$ cat src/rtl/right_shift_pkg.sv
// Shared constants and state encoding for the right-shift sequencer.
package right_shift_pkg;

  localparam int unsigned DEF_WIDTH = 4;

  localparam logic [1:0] ST_IDLE  = 2'd0;
  localparam logic [1:0] ST_SHIFT = 2'd1;
  localparam logic [1:0] ST_DONE  = 2'd2;

  typedef enum logic [1:0] {
    StIdle  = ST_IDLE,
    StShift = ST_SHIFT,
    StDone  = ST_DONE
  } state_e;

endpackage

$ cat src/rtl/right_shifter_x1.sv
// Combinational one-bit right step: fill bit enters at the MSB, the LSB falls out on cout.
module right_shifter_x1 #(
  parameter int unsigned WIDTH = right_shift_pkg::DEF_WIDTH
) (
  output logic [WIDTH-1:0] out,
  output logic             cout,
  input  logic [WIDTH-1:0] in,
  input  logic             cin,
  input  logic             sh
);

  // Pass-through when not shifting; cout is only meaningful when sh is high.
  always_comb begin
    out  = in;
    cout = 1'b0;
    if (sh) begin
      out  = {cin, in[WIDTH-1:1]};
      cout = in[0];
    end
  end

endmodule

$ cat src/rtl/right_shift_sequencer.sv
// Right-shift register with parallel load, single-step shift and a shift-by-N sequence.
module right_shift_sequencer
  import right_shift_pkg::*;
#(
  parameter int unsigned WIDTH = DEF_WIDTH,
  parameter int unsigned AW    = $clog2(WIDTH) + 1
) (
  input  logic             clk,
  input  logic             rst_n,
  input  logic [WIDTH-1:0] in,
  input  logic             load,
  input  logic             sh,
  input  logic             start,
  input  logic [AW-1:0]    amt,
  input  logic             cin,
  output logic [WIDTH-1:0] out,
  output logic             cout,
  output logic             busy,
  output logic             done
);

  localparam logic [AW-1:0] MaxAmt = AW'(WIDTH);

  state_e           state_q, state_d;
  logic [AW-1:0]    count_q, count_d;
  logic             fill_q, fill_d;
  logic [WIDTH-1:0] out_q, out_d;
  logic             cout_q, cout_d;
  logic             busy_q, busy_d;
  logic             done_q, done_d;

  logic             step_en;
  logic             step_fill;
  logic [WIDTH-1:0] step_out;
  logic             step_cout;

  right_shifter_x1 #(
    .WIDTH(WIDTH)
  ) u_shifter (
    .out (step_out),
    .cout(step_cout),
    .in  (out_q),
    .cin (step_fill),
    .sh  (step_en)
  );

  // Next-state, datapath select and handshake outputs.
  always_comb begin
    state_d   = state_q;
    count_d   = count_q;
    fill_d    = fill_q;
    out_d     = out_q;
    cout_d    = cout_q;
    busy_d    = busy_q;
    done_d    = 1'b0;
    step_en   = 1'b0;
    step_fill = cin;

    unique case (state_q)
      StIdle: begin
        if (load) begin
          out_d  = in;
          cout_d = 1'b0;
        end else if (start) begin
          // Saturate so oversized counts become a full flush.
          count_d = (amt > MaxAmt) ? MaxAmt : amt;
          fill_d  = cin;
          if (count_d != '0) begin
            busy_d  = 1'b1;
            state_d = StShift;
          end else begin
            done_d  = 1'b1;
            state_d = StDone;
          end
        end else if (sh) begin
          step_en = 1'b1;
          out_d   = step_out;
          cout_d  = step_cout;
        end
      end
      StShift: begin
        step_en   = 1'b1;
        step_fill = fill_q;
        out_d     = step_out;
        cout_d    = step_cout;
        count_d   = count_q - 1'b1;
        if (count_q == AW'(1)) begin
          busy_d  = 1'b0;
          done_d  = 1'b1;
          state_d = StDone;
        end
      end
      StDone: begin
        state_d = StIdle;
      end
      default: begin
        state_d = StIdle;
        busy_d  = 1'b0;
      end
    endcase
  end

  // State and output registers; reset abandons any sequence without a done pulse.
  always_ff @(posedge clk or negedge rst_n) begin
    if (!rst_n) begin
      state_q <= StIdle;
      count_q <= '0;
      fill_q  <= 1'b0;
      out_q   <= '0;
      cout_q  <= 1'b0;
      busy_q  <= 1'b0;
      done_q  <= 1'b0;
    end else begin
      state_q <= state_d;
      count_q <= count_d;
      fill_q  <= fill_d;
      out_q   <= out_d;
      cout_q  <= cout_d;
      busy_q  <= busy_d;
      done_q  <= done_d;
    end
  end

  assign out  = out_q;
  assign cout = cout_q;
  assign busy = busy_q;
  assign done = done_q;

endmodule

$ cat config.mk
export PLATFORM = sky130hd
export DESIGN_NAME = right_shift_sequencer
export DESIGN_NICKNAME = d
export VERILOG_FILES = /design/src/rtl/right_shift_pkg.sv /design/src/rtl/right_shifter_x1.sv /design/src/rtl/right_shift_sequencer.sv
export SDC_FILE = /design/constraint.sdc
export NUM_CORES = 1
export LEC_CHECK = 0
export BUFFER_PORTS_ARGS = -buffer_cell sky130_fd_sc_hd__buf_4
export CAP_MARGIN = 20
export CORE_ASPECT_RATIO = 1.4
export CORE_UTILIZATION = 40
export DETAILED_ROUTE_END_ITERATION = 12
export PLACE_DENSITY = 0.68
export SYNTH_ARGS = -nofsm -noshare
export SYNTH_HDL_FRONTEND = slang
export SYNTH_HIERARCHICAL = 1
export SYNTH_SLANG_ARGS = --single-unit
$ cat constraint.sdc
create_clock -name clk -period 2.45 [get_ports clk]
set_input_delay 0.3675 -clock clk [delete_from_list [all_inputs] [get_ports clk]]
set_output_delay 0.3675 -clock clk [all_outputs]
set_load 0.01 [all_outputs]
==> results of run 1 <==
[how the worst max path moves through the flow]
stage / from / end / slack (ns) / cells after the start
2_1_floorplan: state_q[0] / out[1] / 0.44 / 6
3_3_place_gp: start / out[3] / 0.31 / 7
3_5_place_dp: start / out[1] / 0.28 / 7
4_1_cts: state_q[0] / out[1] / 0.43 / 5
5_1_grt: state_q[0] / out[1] / 0.33 / 5
6_report: state_q[0] / out[1] / 0.45 / 5
[metal layers]
layer,track usage (%),vias to the layer above,share of wire [%]
li1,-,312,-
met1,18.9,296,42
met2,27.2,16,52
met3,2.80,2,5.4
met4,5.71,0,0.26
met5,0,-,0
[sequential cells by signal, summed over array words and instances (netlist names)]
signal and flops:
state_q 2, count_q 3, out 4, fill_q 1, cout 1, done 1
busy 1
[worst max-delay path: cells and delay by family, from the launching register on]
family / cells / cell delay [ns]
flops: 1 / 0.52
simple gates: 1 / 0.26
mux: 3 / 0.93
compound gates: 1 / 0.19
[what timing repair did]
action / in CTS / in global routing
hold buffers: 1 / 0
resized for setup: 0 / 0
endpoints found under the hold margin: 13 / 0
[area by class of cell]
class / count / area share, %
Multi-Input combinational cell: 52 / 45.2
Tap cell: 21 / 2.53
Clock buffer: 4 / 2.53
Inverter: 6 / 2.17
Sequential cell: 13 / 31.4
Timing Repair Buffer: 22 / 16.2
[metrics by stage]
stage | cell area (sq um) | total power [mW] | instances
finish | 1040 | 1.18 | 118
global route | 1040 | 1.28 | 118
CTS | 1040 | 1.20 | 118
detailed placement | 1000 | 1.07 | 113
global placement | 1000 | 1.05 | 113
floorplan | 830 | 0.875 | 73
[power by group through the flow]
stage | combinational, mW | sequential [mW] | clock, mW
2_1_floorplan | 0.466 | 0.409 | 0
3_5_place_dp | 0.657 | 0.409 | 0
5_1_grt | 0.714 | 0.417 | 0.146
6_report | 0.651 | 0.403 | 0.129
4_1_cts | 0.660 | 0.406 | 0.134
3_3_place_gp | 0.644 | 0.404 | 0
[cell families after synthesis]
logic type / Yosys count
AOI/OAI and AO/OA: 15
adders and majority gates: 2
buffers and inverters: 8
DFF: 13
muxes: 15
and+or+nand+nor: 20
[cells in the final DEF (no fill, tap or decap)]
| master | netlist | final |
|---|---|---|
| buf_4 | 1 | 21 |
| dfrtp_1 | 13 | 13 |
| inv_1 | 6 | 6 |
| mux2_1 | 6 | 6 |
| nand2b_1 | 5 | 5 |
| mux2_2 | 5 | 5 |
| nor2_1 | 4 | 4 |
| mux2_4 | 4 | 4 |
| clkbuf_4 | 0 | 3 |
| nand3_1 | 2 | 2 |
| a22oi_1 | 2 | 2 |
| a32o_1 | 2 | 2 |
| o22ai_1 | 2 | 2 |
| a21oi_1 | 2 | 2 |
| ha_1 | 2 | 2 |
| o21ba_1 | 1 | 1 |
| nor3_1 | 1 | 1 |
| nor3b_4 | 1 | 1 |
| a32oi_1 | 1 | 1 |
| a21boi_0 | 1 | 1 |
| nor2_2 | 1 | 1 |
| a21oi_4 | 1 | 1 |
| nand2_1 | 1 | 1 |
| nor2b_1 | 1 | 1 |
| o22a_1 | 1 | 1 |
| nor4b_2 | 1 | 1 |
| or3_1 | 1 | 1 |
| a21o_1 | 1 | 1 |
| nor2b_4 | 1 | 1 |
| o21ai_0 | 1 | 1 |
| clkbuf_1 | 0 | 1 |
| dlygate4sd3_1 | 0 | 1 |
| and2_2 | 1 | 1 |
==> flow_summary_export.csv, run 1 <==
group,metric,value,unit
outcome,status,"complete, no violations",
pwr,power.density,1140,nW/um^2
hold_path,hold_path_class,"in -> reg",
synth,syn_nets,88,
worst_setup_path,worstSetupPathType,"reg -> reg",
synth,synthAdderAreaFrac,3.02,%
worst_setup_path,crit_path_cell_trace,"o21ba_1 > nor2_1 > mux2_2 > mux2_1 > mux2_4",
cts,numCtsBuffers,3,
floorplanning,die_w,40.5,microns
placement,port_buffers,19,
worst_setup_path,r2r_start,"state_q[0]",
final_layout,n_antenna_cell,0,
cts,clk_latency,0.27,ns
synth,synthXorXnorAreaFrac,0,%
timing,slew_headroom,74.1,%
final_layout,fillers,197,
worst_setup_path,cp_max_fo,7,
placement,hpwlAfterDp,1260,microns
cts,cts_max_level,1,
timing,max_freq,500,MHz
drt,via_count,626,
timing,finalMaxSlewViolations,0,
pwr,p_sw_share,35.4,%
hold_path,hp-start,"cin",
timing,grt_setup_unrepaired,"false",
run,maxCapViolations,0,
global_route,antenna_found_initial,0,
timing,fin_crit,2.00,ns
global_route,grt_start_max_net_pins,14,
synth,ys_warn_count,6,
timing,finalClockSkew,0.00314,ns
final_layout,syn_to_final_growth,25.0,%
synth,synth_top_family_by_area,"multiplexers",
cts,post-cts-setup-buffers,0,
timing,setup-tns-final,0,ns
synth,synth_area,830,sq um
final_layout,multiInputGateArea,469,sq um
worst_setup_path,worstRegToRegCells,5,
final_layout,nets,113,
pwr,combPwrFrac,55.0,%
synth,yosysTopAreaCellShare,39.2,%
worst_setup_path,r2r_slack,0.45,ns
floorplanning,core-area,1950,sq um
synth,synth_compound_area_share,14.6,%
synth,yosysUniqueCellTypes,31,
worst_setup_path,cpPeakStageDelay,0.52,ns
worst_setup_path,cp.arrival,2.16,ns
timing,fin_crit_sh,81.7,%
floorplanning,ios,20,
global_route,grt_pass1_wl,2570,microns
timing,hold-worst-slack,0.328,ns
timing,finalHoldViolations,0,
floorplanning,start_util,42.6,%
floorplanning,die_area,2260,sq um
pwr,p_clk_share,10.9,%
cts,cts.sinks,13,
hold_path,hold_end,"fill_q",
timing,worst_pin_slew,0.388,ns
worst_setup_path,crit_required,2.61,ns
drt,ant_nets,0,
global_route,grt.total_usage,16.1,%
cts,clockRootBuffer,"clkbuf_4",
drt,avgRoutedWirePerCell,13.2,microns
synth,yosys.area_share.simple,16.7,%
placement,place_ws,0.280,ns
worst_setup_path,end_kind,"flop",
pwr,ir_drop,639,uV
synth,synth.area.top_cells,"dfrtp_1 (39%), mux2_1 (8.1%), mux2_4 (7.2%)",
cts,clk_pin_slew,0.08,ns
worst_setup_path,cp_slowest_cell,"dfrtp_1",
worst_setup_path,start_kind,"flop",
global_route,overflow,0,
synth,syn-instance-count,73,
placement,gp_congestion,0.657,
worst_setup_path,reg2reg_to,"out[1]",
floorplanning,rows,19,
cts,cts_tree,"done",
drt,drc_errors,0,
synth,synth.most_common_cell,"dfrtp_1",
final_layout,fin_util,53.2,%
synth,ys_seq_area_share,39.2,%
synth,async_flop_share,100,%
timing,setup_slack,0.449,ns
synth,synth_seq_cells,13,
synth,yosys-top-cells-count,"dfrtp_1 (13), inv_1 (6), mux2_1 (6)",
synth,synth_edf_count,0,
final_layout,seq_area,325,sq um
drt,avgViaCountPerCell,5.31,
synth,synth_top_cell_by_area,"dfrtp_1",
cts,cts_buffer_depth,2,
global_route,grt_pass1_vias,618,
pwr,p_sw,418,uW
synth,synth_top_flop_cell,"dfrtp_1",
pwr,power.leakage,0.501,nW
pwr,internal_power,764,uW
timing,setup_viol,0,
final_layout,drive_above_1_share,40.2,%
pwr,seqPwrFrac,34.1,%
synth,synth.avg_cell_area,11.4,sq um
drt,wl,1560,microns
floorplanning,die_h,55.9,microns
drt,drt_iter0_drc,4,
drt,drtPass1Iterations,3,
hold_path,min_path_cells,2,
synth,synth_mux_area_share,22.2,%
(Power assumes the default switching activity.)
==> inputs of run 2 (changes only) <==
--- a/config.mk
+++ b/config.mk
@@ -5,6 +5,7 @@
 export SDC_FILE = /design/constraint.sdc
 export NUM_CORES = 1
 export LEC_CHECK = 0
+export ABC_AREA = 1
 export BUFFER_PORTS_ARGS = -buffer_cell sky130_fd_sc_hd__buf_4
 export CAP_MARGIN = 20
 export CORE_ASPECT_RATIO = 1.4
==> constraint.sdc (replaced) <==
create_clock -name clk -period 1.86 [get_ports clk]
set_input_delay 0.279 -clock clk [delete_from_list [all_inputs] [get_ports clk]]
set_output_delay 0.279 -clock clk [all_outputs]
set_load 0.01 [all_outputs]
==> flow_summary_export.csv, run 2 <==
group,metric,value,unit
hold_path,hold_path_class,"in -> reg",
placement,dp.cells,154,
worst_setup_path,cp_max_fo,6,
worst_setup_path,crit_required,2.03,ns
drt,drc_errors,0,
global_route,antenna_found_initial,0,
timing,grt_setup_unrepaired,"false",
global_route,use_met2,36.3,%
final_layout,fin_area,998,sq um
worst_setup_path,setup.worst_path.start,"state_q[1]",
cts,cts_tree,"done",
timing,slew_headroom,54.5,%
worst_setup_path,worstSetupPathType,"reg -> reg",
pwr,power,1.44,mW
cts,numCtsBuffers,3,
worst_setup_path,crit_path_cell_trace,"o31ai_1 > inv_2 > nand2_1 > nand2_1 > nand2_1 > nand2_1 > nand2_1 > nand2_1",
worst_setup_path,cp.arrival,1.79,ns
drt,drtPass1Iterations,4,
cts,clk_pin_slew,0.09,ns
floorplanning,die_area,2170,sq um
synth,synth.area.top_cells,"dfrtp_1 (41%), nand2_1 (26%), nand3_1 (5.7%)",
worst_setup_path,cp_slowest_cell,"o31ai_1",
outcome,status,"complete, no violations",
placement,gp_congestion,0.820,
synth,ys_warn_count,6,
synth,async_flop_share,100,%
timing,setup_viol,0,
worst_setup_path,cpPeakStageDelay,0.62,ns
global_route,grt_pass1_wl,2790,microns
synth,synth.most_common_cell,"nand2_1",
pwr,ir_drop,638,uV
timing,hold-worst-slack,0.246,ns
synth,yosys-top-cells-count,"nand2_1 (56), dfrtp_1 (13), inv_1 (10)",
floorplanning,ios,20,
timing,fin_crit_sh,86.7,%
worst_setup_path,endpoint,"out[1]",
synth,synth_edf_count,0,
global_route,use_met1,19.4,%
final_layout,syn_to_final_growth,25.7,%
pwr,power.leakage,0.574,nW
drt,via_count,767,
final_layout,largest_register_ffs,4,
synth,ys_seq_area_share,40.9,%
placement,post_dp_cell_area,962,sq um
cts,cts_max_level,1,
global_route,grt.total_usage,19.5,%
final_layout,final_common_cell,"nand2_1",
timing,fin_crit,1.61,ns
global_route,grt_pass1_vias,691,
synth,yosysUniqueCellTypes,18,
synth,synth_top_cell_by_area,"dfrtp_1",
worst_setup_path,worst-path-buf-inv,1,
drt,avgViaCountPerCell,4.82,
run,maxCapViolations,0,
synth,syn-instance-count,115,
worst_setup_path,start_kind,"flop",
final_layout,drive_above_1_share,22.3,%
drt,wl,1800,microns
timing,finalClockSkew,0.00842,ns
floorplanning,start_util,43.6,%
synth,yosysTopAreaCellShare,40.9,%
floorplanning,die_w,39.7,microns
cts,clk_latency,0.28,ns
placement,hpwlAfterDp,1390,microns
worst_setup_path,worstRegToRegCells,8,
cts,post-cts-setup-buffers,0,
synth,synth.avg_cell_area,6.91,sq um
synth,synth_seq_cells,13,
placement,port_buffers,19,
timing,setup_slack,0.248,ns
timing,max_freq,620,MHz
floorplanning,die_h,54.7,microns
placement,place_ws,0.175,ns
final_layout,nets,155,
timing,setup-tns-final,0,ns
worst_setup_path,cp.depth,8,
timing,finalHoldViolations,0,
global_route,busiest_layer,"met2",
cts,cts.sinks,13,
floorplanning,core-area,1820,sq um
final_layout,n_antenna_cell,0,
timing,finalMaxSlewViolations,0,
worst_setup_path,end_kind,"flop",
cts,clockRootBuffer,"clkbuf_4",
final_layout,fillers,172,
worst_setup_path,r2r_slack,0.25,ns
final_layout,fin_util,54.7,%
global_route,grt_start_max_net_pins,14,
worst_setup_path,reg2reg_to,"out[1]",
synth,syn_nets,130,
global_route,overflow,0,
drt,ant_nets,0,
pwr,power.density,1440,nW/um^2
worst_setup_path,crit_family,"compound AO/OA/AOI/OAI gates",
synth,synth_area,795,sq um
final_layout,fin_cells,159,
drt,avgRoutedWirePerCell,11.3,microns
drt,drt_iter0_drc,14,
final_layout,mostFrequentLayoutCells,"nand2_1 (56), buf_4 (19), dfrtp_1 (13)",
worst_setup_path,r2r_start,"state_q[1]",
global_route,met3_usage,4.88,%
timing,worst_pin_slew,0.677,ns
floorplanning,rows,18,
cts,cts_buffer_depth,2,
synth,synth_top_flop_cell,"dfrtp_1",
worst_setup_path,cpMostUsedCell,"nand2_1",
## run 2: per-layer routing
| metal | vias up | share of wire [%] |
|---|---|---|
| met3 | 2 | 4.5 |
| met5 | - | 0 |
| met1 | 340 | 42 |
| met2 | 17 | 53 |
| met4 | 0 | 0.67 |
| li1 | 408 | - |
## run 2: area by class of cell
| type | count | area, sq um | area share (%) |
|---|---|---|---|
| inverters | 14 | 52.6 | 5.26 |
| multi-input cells | 88 | 417 | 41.7 |
| well taps | 20 | 25.0 | 2.51 |
| clock buffers | 4 | 26.3 | 2.63 |
| flip-flops and latches | 13 | 325 | 32.6 |
| repair buffers | 20 | 153 | 15.3 |
## run 2: cells by family (layout without fill, tap and decap cells)
kind of cell	count (synthesis)	in the layout	synth area share [%]
AOI/OAI and AO/OA	10	10	6.93
and+or+nand+nor	76	76	42.4
DFF	13	13	40.9
buffers and inverters	14	38	6.61
adders and majority gates	2	2	3.15
## run 2: worst min-delay path by stage
stage / startpoint / end / depth (start not counted)
floorplan: rst_n / busy / 0
global placement: rst_n / out[2] / 1
detailed placement: rst_n / out[2] / 1
CTS: cin / fill_q / 3
global route: cin / fill_q / 3
finish: cin / fill_q / 3
## run 2: power breakdown
group	internal, mW	switching [mW]	leakage, nW
clock network	0.0832	0.0967	0.0150
registers	0.406	0.0945	0.163
logic	0.306	0.455	0.396
## run 2: repair_timing
item	4_1_cts	5_1_grt
hold endpoints to repair	13	0
resized for setup	0	0
hold buffers	1	0
endpoints found under the setup margin	0	0
## run 2: worst register-to-register path: stages, from the launching register on
cell and delay, ns:
dfrtp_1 0.43, o31ai_1 0.62, inv_2 0.12, nand2_1 0.09, nand2_1 0.04, nand2_1 0.06
nand2_1 0.05, nand2_1 0.06, nand2_1 0.04
